**src/rtl/pp_data_buf.sv**
```systemverilog
// pp_data_buf: ping-pong row buffer with two banks of ROW_CNT x DATA_W.
// A producer fills and commits one bank while a consumer reads the other.
// Bank ownership moves by commit/release; reads are registered with a valid strobe.
// Optional feature macro: PP_DATA_BUF_ERR_EN adds a sticky protocol error output (err).
module pp_data_buf #(
  parameter int unsigned DATA_W  = 16,
  parameter int unsigned ROW_CNT = 4,
  parameter int unsigned ADDR_W  = $clog2(ROW_CNT)
) (
  input  logic              clk,
  input  logic              rst,
  input  logic              wr_en,
  input  logic [ADDR_W-1:0] wr_addr,
  input  logic [DATA_W-1:0] wr_data,
  input  logic              wr_commit,
  output logic              wr_ready,
  input  logic              rd_en,
  input  logic [ADDR_W-1:0] rd_addr,
  output logic [DATA_W-1:0] rd_data,
  output logic              rd_valid,
  input  logic              rd_release,
  output logic              rd_ready
`ifdef PP_DATA_BUF_ERR_EN
  ,
  output logic              err
`endif
);

  localparam logic [ADDR_W:0] ROW_LIM = (ADDR_W+1)'(ROW_CNT);

  logic [1:0]        full_q, full_d;
  logic              wr_bank_q, wr_bank_d;
  logic              rd_bank_q, rd_bank_d;
  logic [DATA_W-1:0] mem_q [2][ROW_CNT];
  logic [DATA_W-1:0] mem_d [2][ROW_CNT];
  logic [DATA_W-1:0] rd_data_q, rd_data_d;
  logic              rd_valid_q, rd_valid_d;

  logic wr_acc, commit_acc, rd_acc, rel_acc;
  logic wr_in_range, rd_in_range;

  // Handshake readiness depends only on registered bank state.
  always_comb begin
    wr_ready    = ~full_q[wr_bank_q];
    rd_ready    = full_q[rd_bank_q];
    wr_acc      = wr_en & wr_ready;
    commit_acc  = wr_commit & wr_ready;
    rd_acc      = rd_en & rd_ready;
    rel_acc     = rd_release & rd_ready;
    wr_in_range = ({1'b0, wr_addr} < ROW_LIM);
    rd_in_range = ({1'b0, rd_addr} < ROW_LIM);
  end

  // Next state: bank flags/pointers, memory write, registered read.
  // Commit and release accepted together always touch different banks.
  always_comb begin
    full_d     = full_q;
    wr_bank_d  = wr_bank_q;
    rd_bank_d  = rd_bank_q;
    mem_d      = mem_q;
    rd_data_d  = rd_data_q;
    rd_valid_d = 1'b0;

    if (wr_acc && wr_in_range) begin
      mem_d[wr_bank_q][wr_addr] = wr_data;
    end
    if (commit_acc) begin
      full_d[wr_bank_q] = 1'b1;
      wr_bank_d         = ~wr_bank_q;
    end
    if (rd_acc) begin
      rd_valid_d = 1'b1;
      rd_data_d  = rd_in_range ? mem_q[rd_bank_q][rd_addr] : '0;
    end
    if (rel_acc) begin
      full_d[rd_bank_q] = 1'b0;
      rd_bank_d         = ~rd_bank_q;
    end
  end

  // State registers with asynchronous reset; memory clears to zero.
  always_ff @(posedge clk or posedge rst) begin
    if (rst) begin
      full_q     <= '0;
      wr_bank_q  <= 1'b0;
      rd_bank_q  <= 1'b0;
      rd_data_q  <= '0;
      rd_valid_q <= 1'b0;
      for (int b = 0; b < 2; b++) begin
        for (int r = 0; r < int'(ROW_CNT); r++) begin
          mem_q[b][r] <= '0;
        end
      end
    end else begin
      full_q     <= full_d;
      wr_bank_q  <= wr_bank_d;
      rd_bank_q  <= rd_bank_d;
      rd_data_q  <= rd_data_d;
      rd_valid_q <= rd_valid_d;
      mem_q      <= mem_d;
    end
  end

  assign rd_data  = rd_data_q;
  assign rd_valid = rd_valid_q;

`ifdef PP_DATA_BUF_ERR_EN
  logic err_q, err_d;

  // Sticky flag for any ignored request or out-of-range accepted access.
  always_comb begin
    err_d = err_q
          | (wr_en      & ~wr_ready)
          | (wr_commit  & ~wr_ready)
          | (rd_en      & ~rd_ready)
          | (rd_release & ~rd_ready)
          | (wr_acc     & ~wr_in_range)
          | (rd_acc     & ~rd_in_range);
  end

  // Error flag register, cleared only by reset.
  always_ff @(posedge clk or posedge rst) begin
    if (rst) err_q <= 1'b0;
    else     err_q <= err_d;
  end

  assign err = err_q;
`endif

endmodule
```
**config.mk**
```make
export PLATFORM = sky130hd
export DESIGN_NAME = pp_data_buf
export DESIGN_NICKNAME = d
export VERILOG_FILES = /design/src/rtl/pp_data_buf.sv
export SDC_FILE = /design/constraint.sdc
export NUM_CORES = 1
export LEC_CHECK = 0
export ABC_AREA = 1
export ABC_CLOCK_PERIOD_IN_PS = 16980
export BUFFER_PORTS_ARGS = -buffer_cell sky130_fd_sc_hd__clkbuf_2
export CAP_MARGIN = 20
export CORE_ASPECT_RATIO = 0.75
export CORE_UTILIZATION = 35
export CTS_BUF_LIST = sky130_fd_sc_hd__clkbuf_8
export DETAILED_ROUTE_END_ITERATION = 8
export MAX_ROUTING_LAYER = met4
export SLEW_MARGIN = 20
export SYNTH_ARGS = -nofsm -noshare
export SYNTH_HDL_FRONTEND = slang
export SYNTH_SLANG_ARGS = --single-unit
```
**constraint.sdc**
```tcl
create_clock -name clk -period 16.98 [get_ports clk]
set_input_delay 4.245 -clock clk [delete_from_list [all_inputs] [get_ports clk]]
set_output_delay 4.245 -clock clk [all_outputs]
set_load 0.005 [all_outputs]
```
==> qor.yml <==
status: "complete, no violations"
clock_power_share_pct: 19.3
final_area_mm2: 0.00785
io_pins: 45
start_util_pct: 36.3
fin_skew_ns: 0.0100
worst_slack_ns: 10.72
antenna_found_initial: 0
seq_power_share_pct: 44.2
clk_latency_ns: 0.47
synth_edf_count: 0
timing.final.max_slew_violations: 0
final_core_util_pct: 39.9
cp_top_family: "buffers and inverters"
rrSetupSlack_ns: 14.53
switching_share_pct: 38.3
final_cell_mix: "292 x nand2_1, 148 x dfrtp_1, 133 x inv_1"
drc: 0
combPwrFrac_pct: 36.5
hpwlAfterDp_um: 10500
crit_path_end_kind: "output pin"
startpoint_type: "register"
fillers: 2016
p_int_mw: 0.854
crit_buf_inv: 2
crit_type: "register to output pin"
crit_path_cell_trace: "inv_2, nand2_1, nand2_2, clkbuf_2"
mostFrequentLayoutCell: "nand2_1"
areaGrowthSynthToFinish_pct: 10.1
postCtsSetupRepairBufs: 0
maxCapViolations: 0
setup_violations: 0
synth_top_flop_cell: "dfrtp_1"
synth_cell_types: 24
routed_via_density: 4.72
slew-limit-headroom_pct: 26.7
numCtsBuffers: 17
n_antenna_cell: 0
fp-row-count: 44
netlist_area_mm2: 0.00713
grt_pass1_vias: 5553
required_ns: 12.73
finalHoldViolCount: 0
cp.arrival_ns: 2.01
fin_crit_sh_pct: 36.9
first_iter_violations: 390
syn-num-nets: 929
pwr_density_cell_mw_per_mm2: 176
cts-resized-gates: 0
peakVddDrop_uv: 96.0
antenna_left: 0
synth_cells: 903
hp-class: "register to register"
power.switching_mw: 0.530
setup_tns_ns: 0
die_h_um: 126
ys_ff_latch: 149
routedWlPerCell_um: 14.8
nets: 953
gp_congestion: 0.756
seq_area_frac_synth_pct: 52.3
cts_root_buf: "clkbuf_8"
worstPathMaxFanout: 52
dp_worst_setup_slack_ns: 10.61
drive_above_1_share_pct: 13.6
yosysWarnings: 0
fp.dieW_um: 167
tightest_slew_ns: 1.10
slowest_stage: "inv_2"
core_area_mm2: 0.0197
portBuffers: 44
die_area_mm2: 0.0209
grt-ovfl-total: 0
critPathMaxStageDelay_ns: 0.70
cts.sinks: 149
postSynthAreaPerCell_um2: 7.89
async_reset_ff_share_pct: 100
grt_pass1_wl_um: 29800
h-tree-depth: 4
drt_pre_antenna_iters: 4
grt_max_degree: 99
postPlaceCellArea_mm2: 0.00747
cts.clk_slew.worst_paths_ns: 0.08
routed_wl_um: 17700
post-route-min-period_ns: 6.26
fmax_mhz: 160
rsz0062_at_grt: "false"
clockBufferDepth: 2
postCtsHoldBufs: 0
vias: 5633
cts_tree: "built"
gr-usage-all-layers_pct: 19.1
p_leak_nw: 4.02
[power by group through the flow]
| stage | clock (mW) | combinational (mW) | sequential (mW) |
|---|---|---|---|
| 2_1_floorplan | 0 | 0.393 | 0.596 |
| 3_3_place_gp | 0 | 0.500 | 0.614 |
| 3_5_place_dp | 0 | 0.509 | 0.617 |
| 4_1_cts | 0.276 | 0.511 | 0.612 |
| 5_1_grt | 0.289 | 0.595 | 0.632 |
| 6_report | 0.268 | 0.505 | 0.611 |
[cell usage after synthesis, types with 2 or more instances]
| cell type | number | area (um2) |
|---|---|---|
| a21oi_1 | 2 | 10.0 |
| buf_1 | 7 | 26.3 |
| buf_2 | 21 | 105 |
| buf_4 | 4 | 30.0 |
| buf_6 | 6 | 67.6 |
| clkbuf_1 | 9 | 33.8 |
| clkbuf_2 | 2 | 10.0 |
| dfrtp_1 | 149 | 3730 |
| inv_1 | 132 | 495 |
| inv_2 | 4 | 15.0 |
| nand2_1 | 292 | 1100 |
| nand2_2 | 3 | 18.8 |
| nand3_1 | 96 | 480 |
| nand4_1 | 4 | 25.0 |
| nor2_1 | 33 | 124 |
| nor3_4 | 4 | 65.1 |
| o21ai_0 | 100 | 500 |
| o21ai_2 | 28 | 245 |
| xor2_1 | 2 | 17.5 |
[through the flow]
| step | power (mW) | hold WS, ns | cells |
|---|---|---|---|
| after global placement | 1.11 | 0.466 | 1161 |
| after global routing | 1.52 | 0.504 | 1193 |
| after floorplan | 0.989 | 0.453 | 903 |
| after CTS | 1.40 | 0.493 | 1193 |
| after detailed placement | 1.13 | 0.473 | 1161 |
| final | 1.38 | 0.487 | 1193 |
[path summary, 6_finish.rpt]
| check | start | to | cells past startpoint |
|---|---|---|---|
| max in group asynchronous | rst | mem_q[80]$_DFFE_PP0P_ | 3 |
| max | rd_bank_q$_DFFE_PP0P_ | rd_ready | 4 |
| min reg2reg | mem_q[96]$_DFFE_PP0P_ | mem_q[96]$_DFFE_PP0P_ | 2 |
| min | mem_q[96]$_DFFE_PP0P_ | mem_q[96]$_DFFE_PP0P_ | 2 |
| min in group asynchronous | rst | mem_q[42]$_DFFE_PP0P_ | 2 |
| max reg2reg | rd_bank_q$_DFFE_PP0P_ | rd_data[3]$_DFFE_PP0P_ | 7 |
[state kept, by name, summed over array words and instances, names as in the netlist]
register and count:
mem_q 128, rd_data 16, full_q 2, rd_bank_q 1, rd_valid 1, wr_bank_q 1
[logic make-up (layout without fill, tap and decap cells)]
kind of cell | after synthesis | in the layout | share of synthesized area, %
and+or+nand+nor | 434 | 434 | 25.6
DFF | 149 | 149 | 52.3
xor gates and xnor gates | 2 | 2 | 0.246
AOI/OAI and AO/OA | 132 | 132 | 10.8
buffers and inverters | 186 | 223 | 11.1
[cell type report]
type	count	area, um2	area share, %
Clock buffer	19	262	3.33
Inverter	137	522	6.65
Sequential cell	149	3730	47.5
Tap cell	253	317	4.03
Clock inverter	13	115	1.47
Timing Repair Buffer	54	295	3.76
Multi-Input combinational cell	568	2610	33.2
[worst min-delay path: stages, from the launching register on]
cell and delay [ns]:
dfrtp_1 0.35, nand2_1 0.05, o21ai_0 0.05
[layer usage]
metal | vias up | global-route usage [%] | share of wire, %
li1 | 2840 | - | -
met1 | 2647 | 25.8 | 50
met2 | 117 | 28.5 | 44
met3 | 29 | 3.23 | 3.8
met4 | 0 | 7.73 | 2.0
met5 | - | - | 0
Note: power is estimated with default switching activity, not from simulation.
